`src/rtl/per2apb_bridge.sv`:
```
// rtl/per2apb_bridge.sv - peripheral-interconnect target to APB3/APB4 master bridge.
// One outstanding request; every transfer, read or write, gets a single-cycle response.
module per2apb_bridge #(
  parameter int PER_ADDR_WIDTH = 32,
  parameter int APB_ADDR_WIDTH = 32,
  parameter int ID_WIDTH       = 5,
  parameter int TIMEOUT_CYCLES = 0
) (
  input  logic                      clk_i,
  input  logic                      rst_i,
  input  logic                      per_slave_req_i,
  input  logic [PER_ADDR_WIDTH-1:0] per_slave_add_i,
  input  logic                      per_slave_we_i,
  input  logic [31:0]               per_slave_wdata_i,
  input  logic [3:0]                per_slave_be_i,
  input  logic [ID_WIDTH-1:0]       per_slave_id_i,
  output logic                      per_slave_gnt_o,
  output logic                      per_slave_r_valid_o,
  output logic                      per_slave_r_opc_o,
  output logic [31:0]               per_slave_r_rdata_o,
  output logic [ID_WIDTH-1:0]       per_slave_r_id_o,
  output logic [APB_ADDR_WIDTH-1:0] PADDR,
  output logic [31:0]               PWDATA,
  output logic                      PWRITE,
  output logic [3:0]                PSTRB,
  output logic                      PSEL,
  output logic                      PENABLE,
  input  logic [31:0]               PRDATA,
  input  logic                      PREADY,
  input  logic                      PSLVERR
);

  localparam int CW = (TIMEOUT_CYCLES > 0) ? $clog2(TIMEOUT_CYCLES + 1) : 1;
  localparam logic [CW-1:0] TO_LAST = (TIMEOUT_CYCLES > 0) ? CW'(TIMEOUT_CYCLES - 1) : '0;
  localparam logic [CW-1:0] CNT_MAX = '1;

  typedef enum logic [1:0] {
    S_IDLE,
    S_SETUP,
    S_ACCESS,
    S_RESP
  } state_t;

  state_t               r_state;
  state_t               w_next;
  logic [CW-1:0]        r_cnt;
  logic                 r_opc;
  logic [31:0]          r_rdata;
  logic [ID_WIDTH-1:0]  r_id;
  logic                 w_accept;
  logic                 w_timeout;

  // Grant is masked while reset is held so a request seen during reset is never accepted.
  assign w_accept  = (r_state == S_IDLE) && per_slave_req_i && !rst_i;
  assign w_timeout = (TIMEOUT_CYCLES != 0) && (r_cnt == TO_LAST);

  assign per_slave_gnt_o     = w_accept;
  assign per_slave_r_opc_o   = r_opc;
  assign per_slave_r_rdata_o = r_rdata;
  assign per_slave_r_id_o    = r_id;

  always_ff @(posedge clk_i or posedge rst_i) begin
    if (rst_i) begin
      r_state <= S_IDLE;
    end else begin
      r_state <= w_next;
    end
  end

  always_comb begin
    w_next              = r_state;
    PSEL                = 1'b0;
    PENABLE             = 1'b0;
    per_slave_r_valid_o = 1'b0;
    unique case (r_state)
      S_IDLE: begin
        if (w_accept) w_next = S_SETUP;
      end
      S_SETUP: begin
        PSEL   = 1'b1;
        w_next = S_ACCESS;
      end
      S_ACCESS: begin
        PSEL    = 1'b1;
        PENABLE = 1'b1;
        if (PREADY || w_timeout) w_next = S_RESP;
      end
      S_RESP: begin
        per_slave_r_valid_o = 1'b1;
        w_next              = S_IDLE;
      end
      default: w_next = S_IDLE;
    endcase
  end

  always_ff @(posedge clk_i or posedge rst_i) begin
    if (rst_i) begin
      PADDR   <= '0;
      PWDATA  <= '0;
      PWRITE  <= 1'b0;
      PSTRB   <= 4'h0;
      r_id    <= '0;
      r_opc   <= 1'b0;
      r_rdata <= 32'h0;
      r_cnt   <= '0;
    end else begin
      if (w_accept) begin
        PADDR  <= per_slave_add_i[APB_ADDR_WIDTH-1:0];
        PWDATA <= per_slave_wdata_i;
        PWRITE <= per_slave_we_i;
        PSTRB  <= per_slave_we_i ? per_slave_be_i : 4'h0;
        r_id   <= per_slave_id_i;
      end
      if (r_state == S_SETUP) begin
        r_cnt <= '0;
      end
      // PREADY wins over a timeout that would fire in the same cycle.
      if (r_state == S_ACCESS) begin
        if (PREADY) begin
          r_opc   <= PSLVERR;
          r_rdata <= PWRITE ? 32'h0 : PRDATA;
        end else if (w_timeout) begin
          r_opc   <= 1'b1;
          r_rdata <= 32'hDEAD_BEEF;
        end else if (r_cnt != CNT_MAX) begin
          r_cnt <= r_cnt + 1'b1;
        end
      end
    end
  end

endmodule

```
`config.mk`:
```
export PLATFORM = sky130hd
export DESIGN_NAME = per2apb_bridge
export DESIGN_NICKNAME = d
export VERILOG_FILES = /design/src/rtl/per2apb_bridge.sv
export SDC_FILE = /design/constraint.sdc
export NUM_CORES = 1
export LEC_CHECK = 0
export ABC_AREA = 1
export BUFFER_PORTS_ARGS = -buffer_cell sky130_fd_sc_hd__buf_2
export CELL_PAD_IN_SITES_DETAIL_PLACEMENT = 1
export CELL_PAD_IN_SITES_GLOBAL_PLACEMENT = 2
export CORE_MARGIN = 2
export CORE_UTILIZATION = 22
export CTS_CLUSTER_SIZE = 12
export DETAILED_ROUTE_END_ITERATION = 8
export PLACE_DENSITY = 0.72
export RECOVER_POWER = 50
export REMOVE_ABC_BUFFERS = 1
export SLEW_MARGIN = 20
export SYNTH_ARGS = -nofsm -noshare
export SYNTH_HDL_FRONTEND = slang
export SYNTH_SLANG_ARGS = --single-unit
```
`constraint.sdc`:
```
create_clock -name clk_i -period 2.4 [get_ports clk_i]
set_input_delay 0.24 -clock clk_i [delete_from_list [all_inputs] [get_ports clk_i]]
set_output_delay 0.24 -clock clk_i [all_outputs]
set_load 0.02 [all_outputs]
```
== Yosys cells after proc, flatten, opt, wreduce, memory -nomap -nowiden ==
Index checks and enable logic that the tools add are counted.

* Output and inout bits: 111
* Register bits: 109
* Bits of input ports: 111

* Multiplexer cells: 8
* Reductions and logical operators: 7
* Equality and inequality tests: 5

{| class="wikitable"
|+ Operator list
! operator !! count
|-
| two-way mux 32 bit || 1
|-
| case mux 2 bit (4 select lines) || 1
|-
| equality test 2 bit, second input constant || 2
|-
| two-way mux 2 bit || 2
|-
| two-way mux 4 bit || 1
|-
| != test 2 bit, second input constant || 2
|-
| AND reduction 2 bit || 2
|-
| two-way mux 1 bit || 3
|-
| equality test 2 x 1 -> 1 bit, second input constant || 1
|-
| logical AND 1 bit || 2
|-
| zero test 2 bit || 1
|-
| OR reduction 2 bit || 1
|-
| zero test 1 bit || 1
|}

== Longest topological paths before layout ==
* Depth after elaboration: 5
* Depth in mapped cells: 7
* Gate-level depth less buffers: 6

== Least setup slack after synthesis ==
OpenSTA, ideal clock, no wires.

* Path kind: input port to output port
* From: input rst_i
* To: output per_slave_gnt_o
* Path buffers: 1
* Data arrival time: 2.147 ns
* Data required time: 2.160 ns
* Cell stages on the path: 4
* Setup slack: 0.013 ns
* Cells stage by stage: inv_2 nand3_2 inv_2 buf_2

* Cells in the longest elaborated chain, start to end: 2

{| class="wikitable"
|+ RTL lines
! item !! RTL line !! text
|-
| from (decl) || 10 || <nowiki>input logic rst_i,</nowiki>
|-
| zero test 1 bit (no source line) || -- ||
|-
| logical AND 1 bit || 54 || <nowiki>assign w_accept = (r_state == S_IDLE) && per_slave_req_i && !rst_i;</nowiki>
|-
| to (decl) || 17 || <nowiki>output logic per_slave_gnt_o,</nowiki>
|}

Every way passes these cells.

== Worst setup path in the final report ==
* From: register r_state[0]
* To: output per_slave_gnt_o

* Cells in the longest elaborated chain, start to end: 3

{| class="wikitable"
|+ RTL lines
! item !! RTL line !! text
|-
| from (decl) || 44 || <nowiki>state_t r_state;</nowiki>
|-
| from (signal assigned) || 66 || <nowiki>r_state <= w_next;</nowiki>
|-
| zero test 2 bit || 54 ||
|-
| logical AND 1 bit (2 in series) || 54 ||
|}

Every way passes these cells.

==> results.tsv <==
metric	value	unit
status	finished with violations	
violations	capacitance limit, slew limit	
ir_drop	0.000484	V
setup_tns	0	ns
maxSlewViolCount	110	
synth_area	4250	um^2
crit_fanout	20	
wl_per_cell	13.9	um
cts_resized	0	
synthTopCellsByArea	dfrtp_1 64%, nand2_1 26%, o21ai_0 4.0%, buf_2 1.9%, buf_4 1.1%	
nets	807	
via_count	3859	
cts_setup_buffers	0	
drtPass1Iterations	4	
leakage	0.00325	uW
clkTransAtPathRegs	0.08	ns
dp_slack	0.722	ns
insertion_delay	0.34	ns
synthesis.instances	478	
drive_gt1_share	27.9	%
setup_ws	0.389	ns
rows	50	
cpMaxStageDelayCell	dfrtp_1	
max_cap_violations	1	
synth.avg_cell_area	8.90	um^2
powerDensity	1370	nW/um^2
crit_type	reg2out	
synth_ff_type	dfrtp_1	
yosysTopAreaCell	dfrtp_1	
fin_area	5880	um^2
die_y	143	um
dieArea	20500	um^2
instances_no_fill	958	
dp.cells	942	
ys_warn_count	0	
syn_to_final_growth	38.2	%
initial_core_util	22.6	%
endpoint_kind	output port	
synth_most_common_cell	nand2_1	
worst_pin_slew	1.57	ns
totalWireLength	13.4	mm
fin_util	31.2	%
arrival	1.77	ns
placed_cell_area	5640	um^2
die_w	143	um
clkSinkCount	109	
ys_seq_area_share	64.1	%
finalHoldViolCount	0	
reg2reg_depth	7	
grt_max_degree	110	
ys_top_cells_by_count	293 x nand2_1, 109 x dfrtp_1, 34 x o21ai_0	
avgViaCountPerCell	4.03	
grt_pass1_wl	21.0	mm
drc	0	
grt_pass1_vias	4143	
dpl.hpwl	9.60	mm
path_cells	inv_1 > ha_1 > nand3_4 > inv_2 > buf_2	
place_congestion	0.730	
synth_edf_count	0	
maxClockFrequency	497	MHz
antenna_cells	0	
slowest_delay	0.40	ns
clock_skew	0.00724	ns
endpoint	per_slave_gnt_o	
setup_viol	0	
yosysUniqueCellTypes	14	
antenna_found_initial	0	
portBuffers	221	
io_pins	222	
critical_path_required	2.16	ns
grt_usage	12.9	%
rsz0062_at_grt	no	
rr_endpoint	per_slave_r_id_o[0]	
relSlewSlack	-4.38	%
critPathLaunch	r_state[0]	
h-tree-depth	3	
synth.top_cell.area_share	64.1	%
cts_tree	yes	
cts_buffers	9	
max-clock-path-buffers	2	
holdCritPathClass	in2reg	
first_iter_violations	109	
cts_hold_buf	0	
cp-start-kind	flip-flop	
r2r-start	r_state[0]	
fin_crit	2.01	ns
finalCritPeriodShare	83.8	%
ys_seq_elements	109	
grt_remaining_overflow	0	
synth-async-reset-ratio	100	%
clock-root-buffer	clkbuf_16	
rrSetupSlack	0.75	ns
antenna_left	0	
fp.coreArea	18800	um^2
## critical path: cells and delay by family, from the launching register on
family                     cells  cell delay [ns]
adders and majority gates      1             0.24
buffers and inverters          3             0.66
and+or+nand+nor                1             0.11
DFF                            1             0.40
## final cells by class
type | count | area, um^2
timing repair buffer | 229 | 1120
fill | 2317 | 13000
tap | 260 | 325
clock inverter | 5 | 65.1
clock buffer | 11 | 253
sequential | 109 | 2730
multi-input combinational | 336 | 1360
inverter | 8 | 31.3
## routing by layer
layer / GRT usage [%] / routed length, um
met4: 4.38 / 167
met2: 21.1 / 6080
met3: 4.63 / 1370
met5: 0 / 0
met1: 15.8 / 5750
## how the worst min path moves through the flow
stage               slack [ns]                   from    endpoint  cells after the start
detailed placement        0.44  per_slave_wdata_i[28]  PWDATA[28]                      3
CTS                       0.06    per_slave_add_i[15]   PADDR[15]                      3
floorplan                 0.35     per_slave_add_i[0]    PADDR[0]                      2
global placement          0.43    per_slave_add_i[23]   PADDR[23]                      3
global route              0.07     per_slave_add_i[9]    PADDR[9]                      3
finish                    0.08     per_slave_add_i[7]    PADDR[7]                      3
## where the power goes
group,switching (uW),total (uW),internal [uW]
Combinational,2350,3370,1010
Clock,708,1590,881
Sequential,447,3100,2660
Total,3510,8060,4550
## stage by stage
step | power, uW | hold slack, ns
after CTS | 8340 | 0.0552
after floorplan | 5190 | 0.350
final | 8060 | 0.0816
after detailed placement | 6670 | 0.440
after global routing | 8680 | 0.0677
after global placement | 6560 | 0.434
## logic make-up after synthesis
| logic type | after synthesis | share of synthesized area, % |
|---|---|---|
| adders and majority gates | 3 | 0.882 |
| buffers and inverters | 33 | 4.26 |
| AOI/OAI and AO/OA | 34 | 4.00 |
| and+or+nand+nor | 299 | 26.7 |
| DFF | 109 | 64.1 |
## layout by cell type (no fill, tap or decap), drive strengths merged
| cell type | synthesis | routed |
|---|---|---|
| bufinv | 0 | 1 |
| nand2 | 293 | 293 |
| nand3 | 4 | 4 |
| clkbuf | 1 | 68 |
| nor2 | 1 | 1 |
| clkinv | 0 | 1 |
| inv | 8 | 10 |
| ha | 3 | 3 |
| buf | 24 | 172 |
| o21ai | 34 | 34 |
| or2 | 1 | 1 |
| dfrtp | 109 | 109 |
| clkinvlp | 0 | 1 |
## state kept, by name (all words and copies together) (netlist names)
register and cells:
PWRITE 1, per_slave_r_opc_o 1, r_state 2, PADDR 32, PWDATA 32, PSTRB 4, per_slave_r_rdata_o 32, per_slave_r_id_o 5
Note: power is estimated with default switching activity, not from simulation.
